<file path="src/rtl/bcd_pkg.sv">
// Shared BCD definitions: digit type, radix constants and FSM state encoding.
// Used by bcd_digit_sub and bcd_serial_subtractor.
package bcd_pkg;

  localparam int unsigned DIGIT_W = 4;

  typedef logic [DIGIT_W-1:0] bcd_digit_t;

  localparam bcd_digit_t BCD_MAX   = 4'd9;
  localparam bcd_digit_t BCD_RADIX = 4'd10;

  // FSM state encoding
  localparam logic [1:0] ST_IDLE = 2'd0;
  localparam logic [1:0] ST_RUN  = 2'd1;
  localparam logic [1:0] ST_DONE = 2'd2;

endpackage

</file>
<file path="src/rtl/bcd_digit_sub.sv">
// Single-digit BCD subtractor (combinational): d_i = a_i - b_i - bin.
// Ports:
//   a_i, b_i  in   minuend / subtrahend digit
//   bin       in   borrow-in
//   d_i       out  difference digit (ten's-complement corrected on borrow)
//   bout      out  borrow-out
//   invalid   out  either input digit exceeds 9
module bcd_digit_sub
  import bcd_pkg::*;
(
  input  bcd_digit_t a_i,
  input  bcd_digit_t b_i,
  input  logic       bin,
  output bcd_digit_t d_i,
  output logic       bout,
  output logic       invalid
);

  logic [DIGIT_W:0] t;

  // Binary difference; a negative result is pulled back into 0..9 by adding the radix.
  always_comb begin
    t       = {1'b0, a_i} - {1'b0, b_i} - {{DIGIT_W{1'b0}}, bin};
    bout    = t[DIGIT_W];
    d_i     = t[DIGIT_W] ? bcd_digit_t'(t[DIGIT_W-1:0] + BCD_RADIX) : t[DIGIT_W-1:0];
    invalid = (a_i > BCD_MAX) || (b_i > BCD_MAX);
  end

endmodule

</file>
<file path="src/rtl/bcd_serial_subtractor.sv">
// Digit-serial multi-digit BCD subtractor: d = a - b - bin, one digit per clock, LSD first.
// Optional macro BCD_SUB_DIGIT_CHECK_EN enables invalid-digit flagging on err.
// Ports:
//   clk, rst   clock (rising edge), asynchronous active-high reset
//   start      request, accepted when busy==0 (IDLE or DONE)
//   a, b, bin  packed BCD minuend, subtrahend, borrow-in to digit 0
//   busy       digits being processed
//   done       one-cycle pulse, d/bout/err valid
//   d          difference (ten's complement when bout=1)
//   bout       borrow-out of the most significant digit
//   err        invalid-digit flag (0 unless BCD_SUB_DIGIT_CHECK_EN)
module bcd_serial_subtractor
  import bcd_pkg::*;
#(
  parameter int unsigned DIGITS = 4
) (
  input  logic                  clk,
  input  logic                  rst,
  input  logic                  start,
  input  logic [4*DIGITS-1:0]   a,
  input  logic [4*DIGITS-1:0]   b,
  input  logic                  bin,
  output logic                  busy,
  output logic                  done,
  output logic [4*DIGITS-1:0]   d,
  output logic                  bout,
  output logic                  err
);

  localparam int unsigned W  = DIGIT_W * DIGITS;
  localparam int unsigned IW = (DIGITS > 1) ? $clog2(DIGITS) : 1;

`ifdef BCD_SUB_DIGIT_CHECK_EN
  localparam logic CHECK_EN = 1'b1;
`else
  localparam logic CHECK_EN = 1'b0;
`endif

  logic [1:0]    state;
  logic [1:0]    state_nxt;
  logic [W-1:0]  a_sh;
  logic [W-1:0]  b_sh;
  logic [IW-1:0] idx;
  logic          borrow;
  logic          accept_c;
  logic          last_c;
  bcd_digit_t    d_i;
  logic          bout_i;
  logic          invalid_i;

  // Current digit always sits in the low nibble of the shifted operands.
  bcd_digit_sub u_digit (
    .a_i     (a_sh[DIGIT_W-1:0]),
    .b_i     (b_sh[DIGIT_W-1:0]),
    .bin     (borrow),
    .d_i     (d_i),
    .bout    (bout_i),
    .invalid (invalid_i)
  );

  // State register
  always_ff @(posedge clk or posedge rst) begin
    if (rst) state <= ST_IDLE;
    else     state <= state_nxt;
  end

  // Next-state and control decode
  always_comb begin
    state_nxt = state;
    accept_c  = start && (state != ST_RUN);
    last_c    = (state == ST_RUN) && (idx == IW'(DIGITS - 1));
    case (state)
      ST_IDLE: if (accept_c) state_nxt = ST_RUN;
      ST_RUN:  if (last_c)   state_nxt = ST_DONE;
      ST_DONE: state_nxt = accept_c ? ST_RUN : ST_IDLE;
      default: state_nxt = ST_IDLE;
    endcase
  end

  // Datapath and registered outputs
  always_ff @(posedge clk or posedge rst) begin
    if (rst) begin
      a_sh   <= '0;
      b_sh   <= '0;
      idx    <= '0;
      borrow <= 1'b0;
      busy   <= 1'b0;
      done   <= 1'b0;
      d      <= '0;
      bout   <= 1'b0;
      err    <= 1'b0;
    end else begin
      done <= 1'b0;
      if (accept_c) begin
        a_sh   <= a;
        b_sh   <= b;
        borrow <= bin;
        idx    <= '0;
        busy   <= 1'b1;
        d      <= '0;
        err    <= 1'b0;
      end else if (state == ST_RUN) begin
        d[{idx, 2'b00} +: DIGIT_W] <= d_i;
        a_sh   <= a_sh >> DIGIT_W;
        b_sh   <= b_sh >> DIGIT_W;
        borrow <= bout_i;
        idx    <= idx + 1'b1;
        err    <= err | (CHECK_EN & invalid_i);
        if (last_c) begin
          bout <= bout_i;
          busy <= 1'b0;
          done <= 1'b1;
        end
      end
    end
  end

endmodule
</file>
<file path="config.mk">
export PLATFORM = sky130hd
export DESIGN_NAME = bcd_serial_subtractor
export DESIGN_NICKNAME = d
export VERILOG_FILES = /design/src/rtl/bcd_pkg.sv /design/src/rtl/bcd_digit_sub.sv /design/src/rtl/bcd_serial_subtractor.sv
export SDC_FILE = /design/constraint.sdc
export NUM_CORES = 1
export LEC_CHECK = 0
export BUFFER_PORTS_ARGS = -buffer_cell sky130_fd_sc_hd__buf_4
export CORE_MARGIN = 4
export CORE_UTILIZATION = 50
export CTS_CLUSTER_SIZE = 8
export DETAILED_ROUTE_END_ITERATION = 8
export PLACE_DENSITY = 0.74
export SYNTH_ARGS = -nofsm -noshare
export SYNTH_HDL_FRONTEND = slang
export SYNTH_HIERARCHICAL = 1
export SYNTH_SLANG_ARGS = --single-unit
</file>
<file path="constraint.sdc">
create_clock -name clk -period 3.12 [get_ports clk]
set_input_delay 0.468 -clock clk [delete_from_list [all_inputs] [get_ports clk]]
set_output_delay 0.468 -clock clk [all_outputs]
set_load 0.005 [all_outputs]
</file>
* Word level (Yosys, flattened, before mapping)
Index checks and enable logic that the tools add are counted.
** Storage, ports and cells
- Word-level logic and storage cells :: 53
- Input bits :: 36
- Register bits :: 56
** Cells by class
- Multiplexer cells :: 22
- $add $sub $neg :: 5
- Bitwise logic cells :: 1
- Shift operators :: 2
- Equal/unequal tests :: 6
- Reductions and logical operators :: 8
** Operators by type and width (count)
- $mux W16 :: 6
- $bwmux W16 :: 1
- $shift A4 B6 Y16 const A :: 1
- $shiftx A4 B6 Y16 :: 1
- $mux W1 :: 9
- $mux W2 :: 4
- $neg A4 Y6 :: 1
- $pmux W2 S3 :: 1
- $sub A4 B4 Y5 :: 1
- $sub A5 B1 Y5 :: 1
- $add A4 B4 Y4 const B :: 1
- $eq A2 B2 Y1 const B :: 2
- $mux W4 :: 1
- $ne A2 B2 Y1 const B :: 2
- $reduce_and A2 Y1 :: 2
- $reduce_bool A2 Y1 :: 2
- $reduce_and A3 Y1 :: 1
- $add A2 B1 Y2 const B :: 1
- $eq A2 B1 Y1 const B :: 1
- $logic_and A1 B1 Y1 :: 2
- $logic_not A2 Y1 :: 1
- $ne A2 B1 Y1 const B :: 1
- $not A1 Y1 :: 1

* Longest topological paths before layout
- Depth in word-level cells :: 8
- Mapped depth :: 10
- Depth with buffers taken out :: 10

* Cells and area by module
The synthesis kept the hierarchy.
** By module, submodules not included
- bcd_serial_subtractor :: seq. area each 1401.3 sq um, instances 1, area each 2463.6 sq um, cells an instance 212
- bcd_digit_sub :: seq. area each 0.0 sq um, instances 1, area each 287.8 sq um, cells an instance 35

* Least setup slack after synthesis
Ideal clock, no wire load.
- Kind :: register -> register
- Start point :: register a_sh[0]
- End point :: register d[14]
- Path slack :: 0.656 ns
- Stages on the path, launching flop included :: 8
- Setup time :: 0.121 ns
- Period minus slack after synthesis :: 2.464 ns
- Buffers on the path :: 0
- Data required time :: 2.999 ns
- Data arrival time :: 2.343 ns
- Path through :: dfrtp_1 -> fa_1 -> fa_1 -> nand2b_1 -> a211o_1 -> and2_4 -> mux2_4 -> a22o_1
** On the way
- Longest elaborated chain between the ends :: 8
** Ends and longest elaborated chain
- from (decl) :: line bcd_serial_subtractor.sv:41 : logic [W-1:0] a_sh;
- from (signal assigned) :: line bcd_serial_subtractor.sv:104 : a_sh <= a_sh >> DIGIT_W;
- $sub A4 B4 Y5 * :: line bcd_digit_sub.sv:23 : t = {1'b0, a_i} - {1'b0, b_i} - {{DIGIT_W{1'b0}}, bin};
- $sub A5 B1 Y5 * :: line bcd_digit_sub.sv:23
- $add A4 B4 Y4 :: line bcd_digit_sub.sv:25 : d_i = t[DIGIT_W] ? bcd_digit_t'(t[DIGIT_W-1:0] + BCD_RADIX) : t[DIGIT_W-1:0];
- $mux W4 * :: line bcd_digit_sub.sv:25
- via d_i[2] :: line bcd_serial_subtractor.sv:47 : bcd_digit_t d_i;
- $shiftx A4 B6 Y16 * :: line bcd_serial_subtractor.sv:103 : d[{idx, 2'b00} +: DIGIT_W] <= d_i;
- $bwmux W16 * :: line bcd_serial_subtractor.sv:103
- $mux W16 * :: line bcd_serial_subtractor.sv:102 : end else if (state == ST_RUN) begin
- $mux W16 * :: line bcd_serial_subtractor.sv:94 : if (accept_c) begin
- to (signal, indexed assignment) :: line bcd_serial_subtractor.sv:103
- to (decl) :: line bcd_serial_subtractor.sv:25 : output logic [4*DIGITS-1:0] d,
Mark *: on every way through the listed nets, which the timed path passes. The rest lies on a longest branch. The select of a mux whose other input is x is not followed.
A chain may end at the register's enable or synchronous reset.

* Final worst setup path
- Start point :: register a_sh[0]
- End point :: register d[6]
The elaborated chain is that of the path after synthesis.

==> reports/metrics.csv <==
stage,metric,value,unit
status,outcome,completed,
grt,Overflow after GRT,0,
critical_path,cell family with most CP delay,adder cells,
drt,first drt pass iteration count,4,
logic_synthesis,Ys Warns,6,
pwr,Final Power,3.274,mW
timing,endpoints failing setup,0,
placed_design,I/O Buffers,54,
finish,final core utilization,63.10,%
clock_tree,TritonCTS buffer count,5,
pwr,sw power,1.314,mW
timing,Worst Tran Pin Value,0.7029,ns
pwr,clock share of power,14.6,%
clock_tree,worst skew pair latency,0.31,ns
logic_synthesis,mapped cell area,0.002738,mm2
placed_design,routability cong.,0.7835,
timing,Clock Skew,0.01018,ns
grt,vias in the first global route,1846,
timing,Fin. Hold Viols,0,
clock_tree,post-CTS resize count,0,
finish,Layout area overhead,19.97,%
pwr,Worst VDD drop,513.4,uV
critical_path,crit path DAT,2.78,ns
finish,nets,345,
logic_synthesis,"Avg Cell Area, Syn",11.22,um2
clock_tree,CTS Buffer Depth,2,
timing,RSZ-0062 raised after global routing,false,
critical_path,CP max FO,4,
critical_path,critical path class,reg2reg,
job,maxcap violations,0,
pwr,sw frac,40.14,%
timing,Setup TNS Final,0,ns
pwr,Pwr Density,996.9,mW/mm2
floorplanning,Die Width,82.00,um
grt,initial antenna violation count,0,
clock_tree,Worst-path clk slew,0.10,ns
timing,Final period util,83.09,%
pwr,internal power,1.960,mW
floorplanning,Core ar.,0.005205,mm2
critical_path,crit-path max cell delay,0.46,ns
drt,Antenna Nets Post-Route,0,
critical_path,crit end category,register,
pwr,Gate power share,50.0,%
floorplanning,Initial Utilization,52.60,%
critical_path,Startpoint Class,register,
clock_tree,hold buffers post-CTS,0,
finish,number of diodes,0,
clock_tree,Post-CTS Setup Bufs,0,
timing,Slew Limit Fails,0,
finish,share of cells above drive strength 1,23.05,%
pwr,Leakage,1.688,nW
floorplanning,I/O pin count,56,
drt,DRC viols,0,
floorplanning,die area,0.006723,mm2
drt,Starting DRT DRC Count,124,
placed_design,hpwl dp,3713,um
drt,WL final,5263,um
drt,Via-to-Cell Ratio,5.118,
critical_path,Worst Path Required,3.31,ns
timing,Max Freq,0.3857,GHz
grt,largest net degree at the start of global routing,57,
grt,global-route wire length before repair,8797,um
floorplanning,die height,82.00,um
critical_path,worst path cell trace,fa_1 > fa_1 > nand2b_1 > a211o_1 > and2_4 > mux2_4 > a22o_1,
critical_path,Worst Path Buf+Inv,0,
clock_tree,CTS tree,done,
clock_tree,clock root cell,clkbuf_8,
min_path,Hold Crit Class,in2async,
timing,slew margin rel.,53.04,%
drt,WL per Instance,14.42,um
logic_synthesis,Synth Instances,244,
critical_path,"reg-to-reg slack, setup",0.53,ns
critical_path,slowest CP cell,fa_1,
logic_synthesis,post-synthesis net count,295,
drt,total number of vias,1868,
clock_tree,CTS sink count,56,
finish,filler instances,436,
timing,min Tclk post-route,2.593,ns
clock_tree,htree depth,2,
pwr,register share of total power,35.4,%
critical_path,Critical Path Most Common Cell,fa_1,
floorplanning,Core Rows,26,
grt,total track usage,16.97,%
==> final cells by class <==
cell class	count	area [um2]	share of cell area [%]
well taps	70	87.58	2.667
clock buffers	6	72.57	2.210
clock inverters	2	38.79	1.181
multi-input cells	162	1215	36.99
inverters	13	48.80	1.486
repair buffers	56	420.4	12.80
flip-flops and latches	56	1401	42.67
==> worst paths after layout <==
path                             to  cells after the start     from
hold / removal             state[0]                      3      rst
max in group asynchronous   a_sh[5]                      3      rst
setup reg to reg               d[6]                      7  a_sh[0]
setup / recovery               d[6]                      7  a_sh[0]
min in group clk           b_sh[13]                      3    b[13]
hold reg to reg             b_sh[2]                      2  b_sh[6]
==> worst reg2reg max path, cell delays in order, from the launching register on <==
cell and delay (ns):
dfrtp_1 0.41, fa_1 0.46, fa_1 0.40, nand2b_1 0.18
a211o_1 0.33, and2_4 0.18, mux2_4 0.32, a22o_1 0.21
==> registers in the layout, indices dropped and copies added (netlist names) <==
register and flops:
b_sh 16, idx 2, d 16, busy 1, done 1, bout 1, a_sh 16, borrow 1
state 2
==> layer usage <==
metal,global-route usage [%],vias up,routed length [um]
met5,0,-,0
met4,3.987,0,38
met3,4.167,4,323
met2,26.49,44,2394
met1,23.82,882,2507
li1,-,938,-
==> power by group through the flow <==
stage | Clock (mW) | Sequential [mW] | Combinational (mW)
6_report | 0.478 | 1.16 | 1.64
5_1_grt | 0.522 | 1.19 | 1.84
4_1_cts | 0.487 | 1.16 | 1.64
3_5_place_dp | 0 | 1.17 | 1.63
3_3_place_gp | 0 | 1.17 | 1.58
2_1_floorplan | 0 | 1.14 | 1.24
==> layout by cell type (no fill, tap or decap), types with 2 or more instances in the layout <==
master    count
dfrtp_1      56
a22o_1       16
xor2_1        2
o21ai_0      27
and2_1        3
nor2_1       11
inv_1        12
ha_1         13
mux2i_1      37
xnor2_1       3
nand2b_1      2
buf_4        56
clkbuf_8      5
a21oi_1       2
fa_1          2
nand2_1      29
==> metrics by stage <==
| step | hold slack (ns) | setup slack [ns] | area (um2) | std cells |
|---|---|---|---|---|
| after floorplan | 0.4492 | 0.6561 | 2738 | 244 |
| after global placement | 0.4594 | 0.6160 | 3173 | 357 |
| after detailed placement | 0.4661 | 0.5570 | 3173 | 357 |
| after CTS | 0.3766 | 0.5273 | 3284 | 365 |
| after global routing | 0.3828 | 0.4162 | 3284 | 365 |
| final | 0.3533 | 0.5274 | 3284 | 365 |
Power figures use the tool's default switching activity.
